$ cat config.mk
export PLATFORM = sky130hd
export DESIGN_NAME = code_decoder_fifo
export DESIGN_NICKNAME = d
export VERILOG_FILES = /design/src/rtl/code_decoder_fifo.sv
export SDC_FILE = /design/constraint.sdc
export NUM_CORES = 1
export LEC_CHECK = 0
export ABC_AREA = 1
export BUFFER_PORTS_ARGS = -buffer_cell sky130_fd_sc_hd__clkbuf_2
export CORE_ASPECT_RATIO = 1.5
export CORE_MARGIN = 2
export CORE_UTILIZATION = 25
export CTS_CLUSTER_SIZE = 30
export DETAILED_ROUTE_END_ITERATION = 8
export PLACE_DENSITY = 0.38
export SYNTH_ARGS = -nofsm -noshare
export SYNTH_HDL_FRONTEND = slang
export SYNTH_SLANG_ARGS = --single-unit
$ cat constraint.sdc
create_clock -name clk -period 2.24 [get_ports clk]
set_input_delay 0.56 -clock clk [delete_from_list [all_inputs] [get_ports clk]]
set_output_delay 0.56 -clock clk [all_outputs]
set_load 0.05 [all_outputs]
$ cat src/rtl/code_decoder_fifo.sv
// Small FIFO of 3-bit codes; the oldest entry is presented on dout as a one-hot decode.
// Handshakes use valid/ready on both sides, and in_ready depends only on registered occupancy.
module code_decoder_fifo #(
    parameter int DEPTH = 4
) (
    input  logic                     clk,
    input  logic                     rst_n,
    input  logic [2:0]               code_in,
    input  logic                     in_valid,
    output logic                     in_ready,
    output logic [7:0]               dout,
    output logic                     out_valid,
    input  logic                     out_ready,
    output logic [$clog2(DEPTH):0]   count
);

    localparam int AW = $clog2(DEPTH);
    localparam logic [AW:0] FULL = (AW + 1)'(DEPTH);

    logic [2:0]    mem [DEPTH];
    logic [AW-1:0] wr_ptr;
    logic [AW-1:0] rd_ptr;
    logic          push;
    logic          pop;

    // Status flags come straight from the count register, so there is no path from out_ready to in_ready.
    always_comb begin
        in_ready  = (count != FULL);
        out_valid = (count != '0);
        push      = in_valid && in_ready;
        pop       = out_valid && out_ready;
    end

    always_comb begin
        dout = 8'h00;
        if (out_valid) begin
            dout = 8'd1 << mem[rd_ptr];
        end
    end

    // Storage needs no reset: entries are only visible while count covers them.
    always_ff @(posedge clk) begin
        if (push) begin
            mem[wr_ptr] <= code_in;
        end
    end

    // DEPTH is a power of two, so the pointers wrap naturally on overflow.
    always_ff @(posedge clk or negedge rst_n) begin
        if (!rst_n) begin
            wr_ptr <= '0;
            rd_ptr <= '0;
            count  <= '0;
        end else begin
            if (push) begin
                wr_ptr <= wr_ptr + 1'b1;
            end
            if (pop) begin
                rd_ptr <= rd_ptr + 1'b1;
            end
            case ({push, pop})
                2'b10:   count <= count + 1'b1;
                2'b01:   count <= count - 1'b1;
                default: count <= count;
            endcase
        end
    end

endmodule

==> results.txt, run 1 <==
Status = finished, final reports clean
H-tree depth = 1
# port buffers = 19
Global-route wire length before repair = 3.24 mm
Worst Setup End Kind = output pin
Post-synthesis sequential area ratio = 50.8%
FP Rows = 28
Gr usage total = 8.70%
Largest cells by area after synthesis = edfxtp_1, dfrtp_1, nand2_1
Post-DP HPWL = 1.58 mm
DR DRC count = 0
Ys Warns = 0
Ant diodes = 0
Die height = 83.5 um
Leading area contributor after synthesis = edfxtp_1
Routed WL = 1.85 mm
Worst hold slack = 0.145 ns
Share of the synthesized area in the top cell type = 34.2%
Worst Path Arrival = 1.54 ns
Met2 Use GR = 16.5%
Vias per Instance = 4.09
Critical Path Fanout Max = 9
Minimum clock period = 2.10 ns
GR Util met1 = 8.79%
Starting Density = 26.4%
CTS Buf Count = 3
Most used routing layer = met2
DRT antenna net count = 0
GPL Wtd Cong = 0.779
Distinct cells, synth = 19
CTS tree = yes
Non-filler cells in the finished layout = 176
Wirelength per Cell = 10.5 um
Final worst-path cycle share = 93.9%
Num Clock Sinks = 19
Utilization after layout = 31.2%
Hold Crit Class = in -> async
Most frequent cells in the layout = nand2_1, clkbuf_2, inv_1, edfxtp_1, nor2_1
Final instance area = 1250 um2
Multi-input logic area = 448 um2
Initial DRT Pass Iterations = 1
Cells after synthesis = 110
Worst EP required = 1.68 ns
GR Layer Usage met3 = 1.71%
Via count = 719
Clk Latency, worst-skew pair = 0.25 ns
Number of global-route vias before repair = 736
Netlist Area Pre-Place = 1050 um2
Nets = 145
F_max = 0.475 GHz
Net Count, Synth = 123
Setup Crit Path Kind = reg -> out
Max-Cap Viols = 0
Core region area = 3990 um2
Post-Route Skew = 0.00250 ns
Final hold vios = 0
Ports = 20
Die Wd = 57.0 um
Die Area = 4760 um2
Layout cell share with drive strength beyond 1 = 34.4%
Initial antenna violation count = 0
Commonest non-fill, non-tap cell in the layout = nand2_1
Largest net degree at the start of global routing = 11
Final setup viols = 0
Placed Area = 1200 um2
RSZ-0062 raised after global routing = no
Slew Viols, Final = 0
Root cell of the clock tree = clkbuf_8
Clock Tree Buf Depth = 2
Layout area overhead = 18.3%
Storage cell area = 541 um2
Syn avg cell area = 9.58 um2
Dpl cells = 172
Filler Cell Count = 439
DRT iter0 DRCs = 0
Clock transition at the registers of the reported paths = 0.07 ns
Yosys reg bits = 19
Slew HR = 75.7%
Overflow after GRT = 0
Startpoint Class = register
Actual slew at the worst max-slew pin = 0.364 ns
==> stage by stage <==
step	setup slack, ns	setup TNS, ns
floorplan	-0.142	-0.569
global placement	0.286	0
detailed placement	0.261	0
CTS	0.00963	0
global route	0.00896	0
finish	0.136	0
==> repair_timing <==
item / CTS / global route
hold buffers: 0 / 0
buffers inserted: 0 / 0
endpoints found under the setup margin: 0 / 8
resized for setup: 0 / 4
==> cell usage after synthesis (all sizes together) <==
| library cell | n |
|---|---|
| nand2 | 36 |
| nor2 | 15 |
| inv | 13 |
| edfxtp | 12 |
| nand3 | 9 |
| dfrtp | 7 |
| ha | 5 |
| xor2 | 3 |
| buf | 2 |
| o21ai | 2 |
| xnor2 | 2 |
| a21oi | 1 |
| clkinv | 1 |
| fa | 1 |
| nand3b | 1 |
==> kinds of logic after synthesis <==
kind of cell / Yosys count / synth area share, %
buffers and inverters: 16 / 7.60
AO/OA/AOI/OAI: 3 / 1.42
XOR/XNOR: 5 / 4.16
flip-flops: 19 / 50.8
adder cells (fa/ha/maj): 6 / 7.84
AND/OR/NAND/NOR: 61 / 28.1
==> registers in the layout, indices dropped and copies added (netlist names) <==
name and cells:
count 3, rd_ptr 2, wr_ptr 2, mem 12
==> worst max-delay path: stages (launching register included) <==
cell	delay (ns)
dfrtp_2	0.50
inv_8	0.11
nand2_2	0.06
nand2_1	0.05
nand2_1	0.05
nand2_1	0.07
nand2_1	0.09
nor2_1	0.10
buf_2	0.27
==> metal layers <==
metal | vias up | part of all wire [%] | routed length, um
met5 | - | 0 | 0
met4 | 0 | 1.4 | 26
met3 | 4 | 3.6 | 66
met2 | 14 | 56 | 1030
met1 | 317 | 39 | 728
li1 | 384 | - | -
==> final timing paths <==
kind / endpoint / cells past startpoint / slack [ns] / from
max in group asynchronous: rd_ptr[1] / 1 / 1.90 / rst_n
setup reg to reg: count[2] / 10 / 0.26 / count[0]
min in group clk: count[0] / 1 / 0.53 / count[0]
hold / removal: count[0] / 1 / 0.14 / rst_n
hold reg to reg: count[0] / 1 / 0.53 / count[0]
setup / recovery: dout[6] / 8 / 0.14 / rd_ptr[0]
==> cell type report <==
cell class	instances	share of cell area, %
multi-input cells	75	35.9
repair buffers	19	7.63
flip-flops and latches	19	43.4
well taps	45	4.52
clock buffers	4	3.61
inverters	14	4.92
Power of run 1 is not shown: default switching activity piles up to over one toggle a cycle in this logic, so the estimate is an artifact.
==> inputs of run 2 (changes only) <==
--- a/config.mk
+++ b/config.mk
@@ -5,14 +5,13 @@
 export SDC_FILE = /design/constraint.sdc
 export NUM_CORES = 1
 export LEC_CHECK = 0
-export ABC_AREA = 1
 export BUFFER_PORTS_ARGS = -buffer_cell sky130_fd_sc_hd__clkbuf_2
 export CORE_ASPECT_RATIO = 1.5
 export CORE_MARGIN = 2
 export CORE_UTILIZATION = 25
 export CTS_CLUSTER_SIZE = 30
 export DETAILED_ROUTE_END_ITERATION = 8
-export PLACE_DENSITY = 0.38
+export PLACE_DENSITY = 0.39
 export SYNTH_ARGS = -nofsm -noshare
 export SYNTH_HDL_FRONTEND = slang
 export SYNTH_SLANG_ARGS = --single-unit
==> run 2 against run 1 <==
  * The run now ends with setup timing left
  * Via count down 21%
  * Non-clock buffer count up 4
  * Sequential cell count unchanged
  * Critical path depth down 4
  * First-iteration DRC count up 6
  * Routed wire length down 7.1%
  * Area after synthesis down 13%
  * Clock skew up 0.0046 ns
  * Final area up 5.8%
==> results.txt, run 2 <==
Commonest non-fill, non-tap cell in the layout = edfxtp_1 (was nand2_1)
Filler Cell Count = 350 (was 439)
Net Count, Synth = 78 (was 123)
Core region area = 3610 um2 (was 3990 um2)
Die Wd = 53.5 um (was 57.0 um)
Post-synth EDFFs = 12 (unchanged)
Clk Latency, worst-skew pair = 0.25 ns (about the same)
Initial antenna violation count = 0 (unchanged)
Via count = 569 (was 719)
Netlist Area Pre-Place = 920 um2 (was 1050 um2)
Actual slew at the worst max-slew pin = 0.282 ns (was 0.364 ns)
Max-Cap Viols = 0 (unchanged)
Global-route wire length before repair = 2.88 mm (was 3.24 mm)
Cells after synthesis = 65 (was 110)
Most used DFF post-synth = edfxtp_1 (unchanged)
Post-synthesis sequential area ratio = 58.2% (was 50.8%)
Yosys reg bits = 19 (unchanged)
Slew Viols, Final = 0 (unchanged)
Critical Path Fanout Max = 4 (was 9)
Leading area contributor after synthesis = edfxtp_1 (unchanged)
Crit Reg-Reg Startpoint = count[2] (was count[0])
Hold Buf Count CTS = 0 (unchanged)
R2r setup slk = 0.19 ns (was 0.26 ns)
Hold Crit Class = in -> async (unchanged)
Critical R2R Capture = count[2] (unchanged)
Wirelength per Cell = 12.8 um (was 10.5 um)
H-tree depth = 1 (unchanged)
Setup Crit Path Kind = reg -> out (unchanged)
RSZ-0062 raised after global routing = yes (was no)
Gr usage total = 9.83% (was 8.70%)
Num Clock Sinks = 19 (unchanged)
Multi-input logic area = 449 um2 (was 448 um2)
Worst hold slack = 0.133 ns (was 0.145 ns)
Layout cell share with drive strength beyond 1 = 57.1% (was 34.4%)
Reg with most FFs = mem (unchanged)
Root cell of the clock tree = clkbuf_8 (unchanged)
Setup ws final = -0.106 ns (was 0.136 ns)
Ys Warns = 0 (unchanged)
Starting Density = 25.4% (was 26.4%)
Largest regs = mem (12), count (3) (unchanged)
Crit path from = rd_ptr[0] (unchanged)
Nets = 105 (was 145)
DR DRC count = 0 (unchanged)
Startpoint Class = register (unchanged)
Storage cell area = 541 um2 (unchanged)
Worst Path Arrival = 1.79 ns (was 1.54 ns)
Worst Setup End Kind = output pin (unchanged)
Clock Tree Buf Depth = 2 (unchanged)
# port buffers = 19 (unchanged)
Worst EP required = 1.68 ns (about the same)
DRT antenna net count = 0 (unchanged)
Reg2Reg Depth = 8 (was 10)
FP Rows = 27 (was 28)
Share of the synthesized area in the top cell type = 39.2% (was 34.2%)
Post-synth ARST share = 36.8% (unchanged)
Minimum clock period = 2.35 ns (was 2.10 ns)
Post-synth top cells = edfxtp_1, nor2_1, dfrtp_1 (was nand2_1, nor2_1, edfxtp_1, inv_1, nand2_2)
Slew HR = 81.3% (was 75.7%)
Die Area = 4190 um2 (was 4760 um2)
Final hold vios = 0 (unchanged)
Largest cells by area after synthesis = edfxtp_1, dfrtp_1, mux4_2 (was edfxtp_1, dfrtp_1, nand2_1)
Post-Route Skew = 0.00713 ns (was 0.00250 ns)
Initial DRT Pass Iterations = 2 (was 1)
CTS tree = yes (unchanged)
DRT iter0 DRCs = 6 (was 0)
Vias per Instance = 4.25 (was 4.09)
Layout area overhead = 43.4% (was 18.3%)
Number of global-route vias before repair = 639 (was 736)
Die height = 78.3 um (was 83.5 um)
Violated checks = setup timing
Clock transition at the registers of the reported paths = 0.07 ns (about the same)
Ant diodes = 0 (unchanged)
Status = complete, but fails checks (was finished, final reports clean)
Routed WL = 1.72 mm (was 1.85 mm)
CTS Buf Count = 3 (unchanged)
Largest net degree at the start of global routing = 11 (unchanged)
Distinct cells, synth = 23 (was 19)
Syn avg cell area = 14.1 um2 (was 9.58 um2)
GPL Wtd Cong = 0.670 (was 0.779)
Count leader, synth = edfxtp_1 (was nand2_1)
Post-DP HPWL = 1.41 mm (was 1.58 mm)
F_max = 0.426 GHz (was 0.475 GHz)
Overflow after GRT = 0 (unchanged)
Ports = 20 (unchanged)
Final worst-path cycle share = 105% (was 93.9%)
Largest register FFs = 12 (unchanged)
Most frequent cells in the layout = edfxtp_1, clkbuf_2, nor2_4 (was nand2_1, clkbuf_2, inv_1, edfxtp_1, nor2_1)
Final setup viols = 5 (was 0)
==> run 2: stage by stage <==
stage,instance area (um2),util [%],setup TNS (ns),cells,worst slack [ns]
final,1320,36.5,-0.468,134,-0.106
after CTS,1280,35.4,-0.692,133,-0.125
after global placement,1150,31.7,0,128,0.0290
after global routing,1320,36.5,-1.04,134,-0.176
after detailed placement,1150,31.7,-0.0106,128,-0.00625
after floorplan,982,-,0,65,0.00635
==> run 2: critical path, cell delays in order, from the launching register on <==
cell and delay [ns]:
dfrtp_2 0.42, mux4_2 0.56, or2_4 0.30, nor2_4 0.10, buf_8 0.15
==> run 2: cells by family after synthesis <==
kind of cell	synth area share [%]
XOR/XNOR	5.71
AND/OR/NAND/NOR	14.4
multiplexers	9.80
adder cells (fa/ha/maj)	8.98
buffers and inverters	2.86
flip-flops	58.2
==> run 2: layout make-up <==
class | instances | area share [%]
Tap cell | 43 | 4.08
Sequential cell | 19 | 41.0
Clock buffer | 4 | 3.42
Inverter | 4 | 1.14
Multi-Input combinational cell | 41 | 34.1
Timing Repair Buffer | 23 | 16.3
==> run 2: repair_timing <==
action                     4_1_cts  5_1_grt
gates resized for setup         20       11
setup endpoints to repair        8        8
buffers inserted                 1        1
pin swaps                        1        2
==> run 2: worst max path at each step <==
stage                   end  slack, ns  cells past startpoint
floorplan           dout[0]      0.006                      4
global placement    dout[0]       0.03                      4
detailed placement  dout[4]     -0.006                      4
CTS                 dout[1]      -0.12                      4
global route        dout[0]      -0.18                      4
finish              dout[4]      -0.11                      4
==> run 2: routing by layer <==
layer,global-route usage (%),share of wire (%),up-vias
met3,1.90,3.7,4
met4,6.15,2.8,0
met2,17.9,60,16
met1,9.48,33,273
li1,-,-,276
met5,0,0,-
Power of run 2 is left out for the same reason.
==> inputs of run 3 (changes only) <==
--- a/config.mk
+++ b/config.mk
@@ -6,7 +6,7 @@
 export NUM_CORES = 1
 export LEC_CHECK = 0
 export BUFFER_PORTS_ARGS = -buffer_cell sky130_fd_sc_hd__clkbuf_2
-export CORE_ASPECT_RATIO = 1.5
+export CORE_ASPECT_RATIO = 1.4
 export CORE_MARGIN = 2
 export CORE_UTILIZATION = 25
 export CTS_CLUSTER_SIZE = 30
==> run 3 against run 2 <==
  * The run still ends with setup timing left
  * Cell count is the same
  * Critical endpoint is now dout[0]
  * Register-to-register slack hardly changed
  * Utilization rose by 0.79 points
  * Count of clock-buffer cells in the layout down 1
  * Critical path depth stayed put
  * Critical path type unchanged
  * Fmax fell by 0.70%
  * First-iteration DRC count decreased by 17%
  * Global-route usage decreased by 1.2 points
==> results.txt, run 3 (synthesized netlist as in run 2, its figures left out) <==
Worst Path Arrival = 1.80 ns (was 1.79 ns)
Overflow after GRT = 0 (unchanged)
Minimum clock period = 2.36 ns (was 2.35 ns)
Layout area overhead = 45.0% (was 43.4%)
Startpoint Class = register (unchanged)
Core region area = 3580 um2 (was 3610 um2)
Final worst-path cycle share = 105% (about the same)
RSZ-0062 raised after global routing = yes (unchanged)
Hold Crit Class = in -> async (unchanged)
Final instance area = 1330 um2 (was 1320 um2)
Violated checks = setup timing (unchanged)
Clock Tree Buf Depth = 2 (unchanged)
Placed Area = 1150 um2 (about the same)
Initial DRT Pass Iterations = 3 (was 2)
Via count = 566 (was 569)
Slew Viols, Final = 0 (unchanged)
Wirelength per Cell = 12.4 um (was 12.8 um)
Post-DP HPWL = 1.35 mm (was 1.41 mm)
Reg with most FFs = mem (unchanged)
Layout cell share with drive strength beyond 1 = 59.8% (was 57.1%)
F_max = 0.423 GHz (was 0.426 GHz)
Num Clock Sinks = 19 (unchanged)
DRT iter0 DRCs = 5 (was 6)
H-tree depth = 1 (unchanged)
DRT antenna net count = 0 (unchanged)
Non-filler cells in the finished layout = 134 (unchanged)
Dpl cells = 127 (was 128)
Largest net degree at the start of global routing = 13 (was 11)
CTS Buf Count = 3 (unchanged)
Largest register FFs = 12 (unchanged)
R2r setup slk = 0.19 ns (about the same)
Initial antenna violation count = 0 (unchanged)
Worst EP required = 1.68 ns (about the same)
Starting Density = 25.7% (was 25.4%)
Setup WS pre-CTS = 0.00658 ns (was -0.00625 ns)
Vias per Instance = 4.22 (was 4.25)
Ant diodes = 0 (unchanged)
Nets = 106 (was 105)
Die height = 75.8 um (was 78.3 um)
Final setup viols = 8 (was 5)
Global-route wire length before repair = 2.70 mm (was 2.88 mm)
Routed WL = 1.66 mm (was 1.72 mm)
Clk Latency, worst-skew pair = 0.26 ns (was 0.25 ns)
Largest regs = mem (12), count (3) (unchanged)
Die Area = 4190 um2 (about the same)
Ports = 20 (unchanged)
Actual slew at the worst max-slew pin = 0.277 ns (was 0.282 ns)
# port buffers = 19 (unchanged)
Clock transition at the registers of the reported paths = 0.08 ns (was 0.07 ns)
Final hold vios = 0 (unchanged)
CTS tree = yes (unchanged)
Root cell of the clock tree = clkbuf_8 (unchanged)
Gr usage total = 8.62% (was 9.83%)
FP Rows = 26 (was 27)
Most frequent cells in the layout = edfxtp_1, clkbuf_2, nor2_4, buf_8 (was edfxtp_1, clkbuf_2, nor2_4)
Status = complete, but fails checks (unchanged)
Slew HR = 81.6% (was 81.3%)
Post-Route Skew = 0.00396 ns (was 0.00713 ns)
Number of global-route vias before repair = 598 (was 639)
Die Wd = 55.3 um (was 53.5 um)
Critical Path Fanout Max = 4 (unchanged)
Filler Cell Count = 348 (was 350)
Max-Cap Viols = 0 (unchanged)
DR DRC count = 0 (unchanged)
Setup ws final = -0.122 ns (was -0.106 ns)
Commonest non-fill, non-tap cell in the layout = edfxtp_1 (unchanged)
Worst Setup End Kind = output pin (unchanged)
Setup Crit Path Kind = reg -> out (unchanged)
GPL Wtd Cong = 0.724 (was 0.670)
run 3: timing repair:
action	in CTS	in global routing
buffers inserted	1	2
hold buffers	0	0
resized for setup	18	16
pin swaps	0	5
setup endpoints to repair	8	8
run 3: final cells by class:
cell class	count	area, um2	share of cell area [%]
clock buffer	3	41.3	3.10
clock inverter	1	7.51	0.563
inverter	4	15.0	1.13
multi-input combinational	41	452	33.9
sequential	19	541	40.5
tap	42	52.6	3.94
timing repair buffer	24	225	16.9
run 3: path summary, 6_finish.rpt:
check                          start         to  depth (start not counted)
max                        rd_ptr[0]    dout[0]                          4
min                            rst_n   count[1]                          1
max reg2reg                 count[1]   count[2]                          8
min reg2reg                 count[2]   count[2]                          1
max in group asynchronous      rst_n  rd_ptr[0]                          1
min in group clk            count[2]   count[2]                          1
run 3: worst max-delay path, cell delays in order (launching register included):
cell and delay [ns]:
dfrtp_2 0.42, mux4_2 0.55, or2_4 0.30, nor2_4 0.12
buf_8 0.15
run 3: metal layers:
| metal | track usage [%] | vias to the layer above | wire length, um |
|---|---|---|---|
| met2 | 16.3 | 15 | 947 |
| li1 | - | 277 | - |
| met3 | 1.53 | 4 | 50 |
| met1 | 9.16 | 270 | 638 |
| met5 | 0 | - | 0 |
| met4 | 4.88 | 0 | 23 |
run 3: per-stage QoR:
stage / setup TNS (ns) / hold WS [ns] / util [%]
2_1_floorplan: 0 / 0.264 / -
3_5_place_dp: 0 / 0.411 / 32.0
3_3_place_gp: 0 / 0.412 / 32.0
5_1_grt: -1.23 / 0.134 / 37.3
4_1_cts: -0.773 / 0.133 / 35.7
6_report: -0.692 / 0.128 / 37.3
Power of run 3 is left out for the same reason.
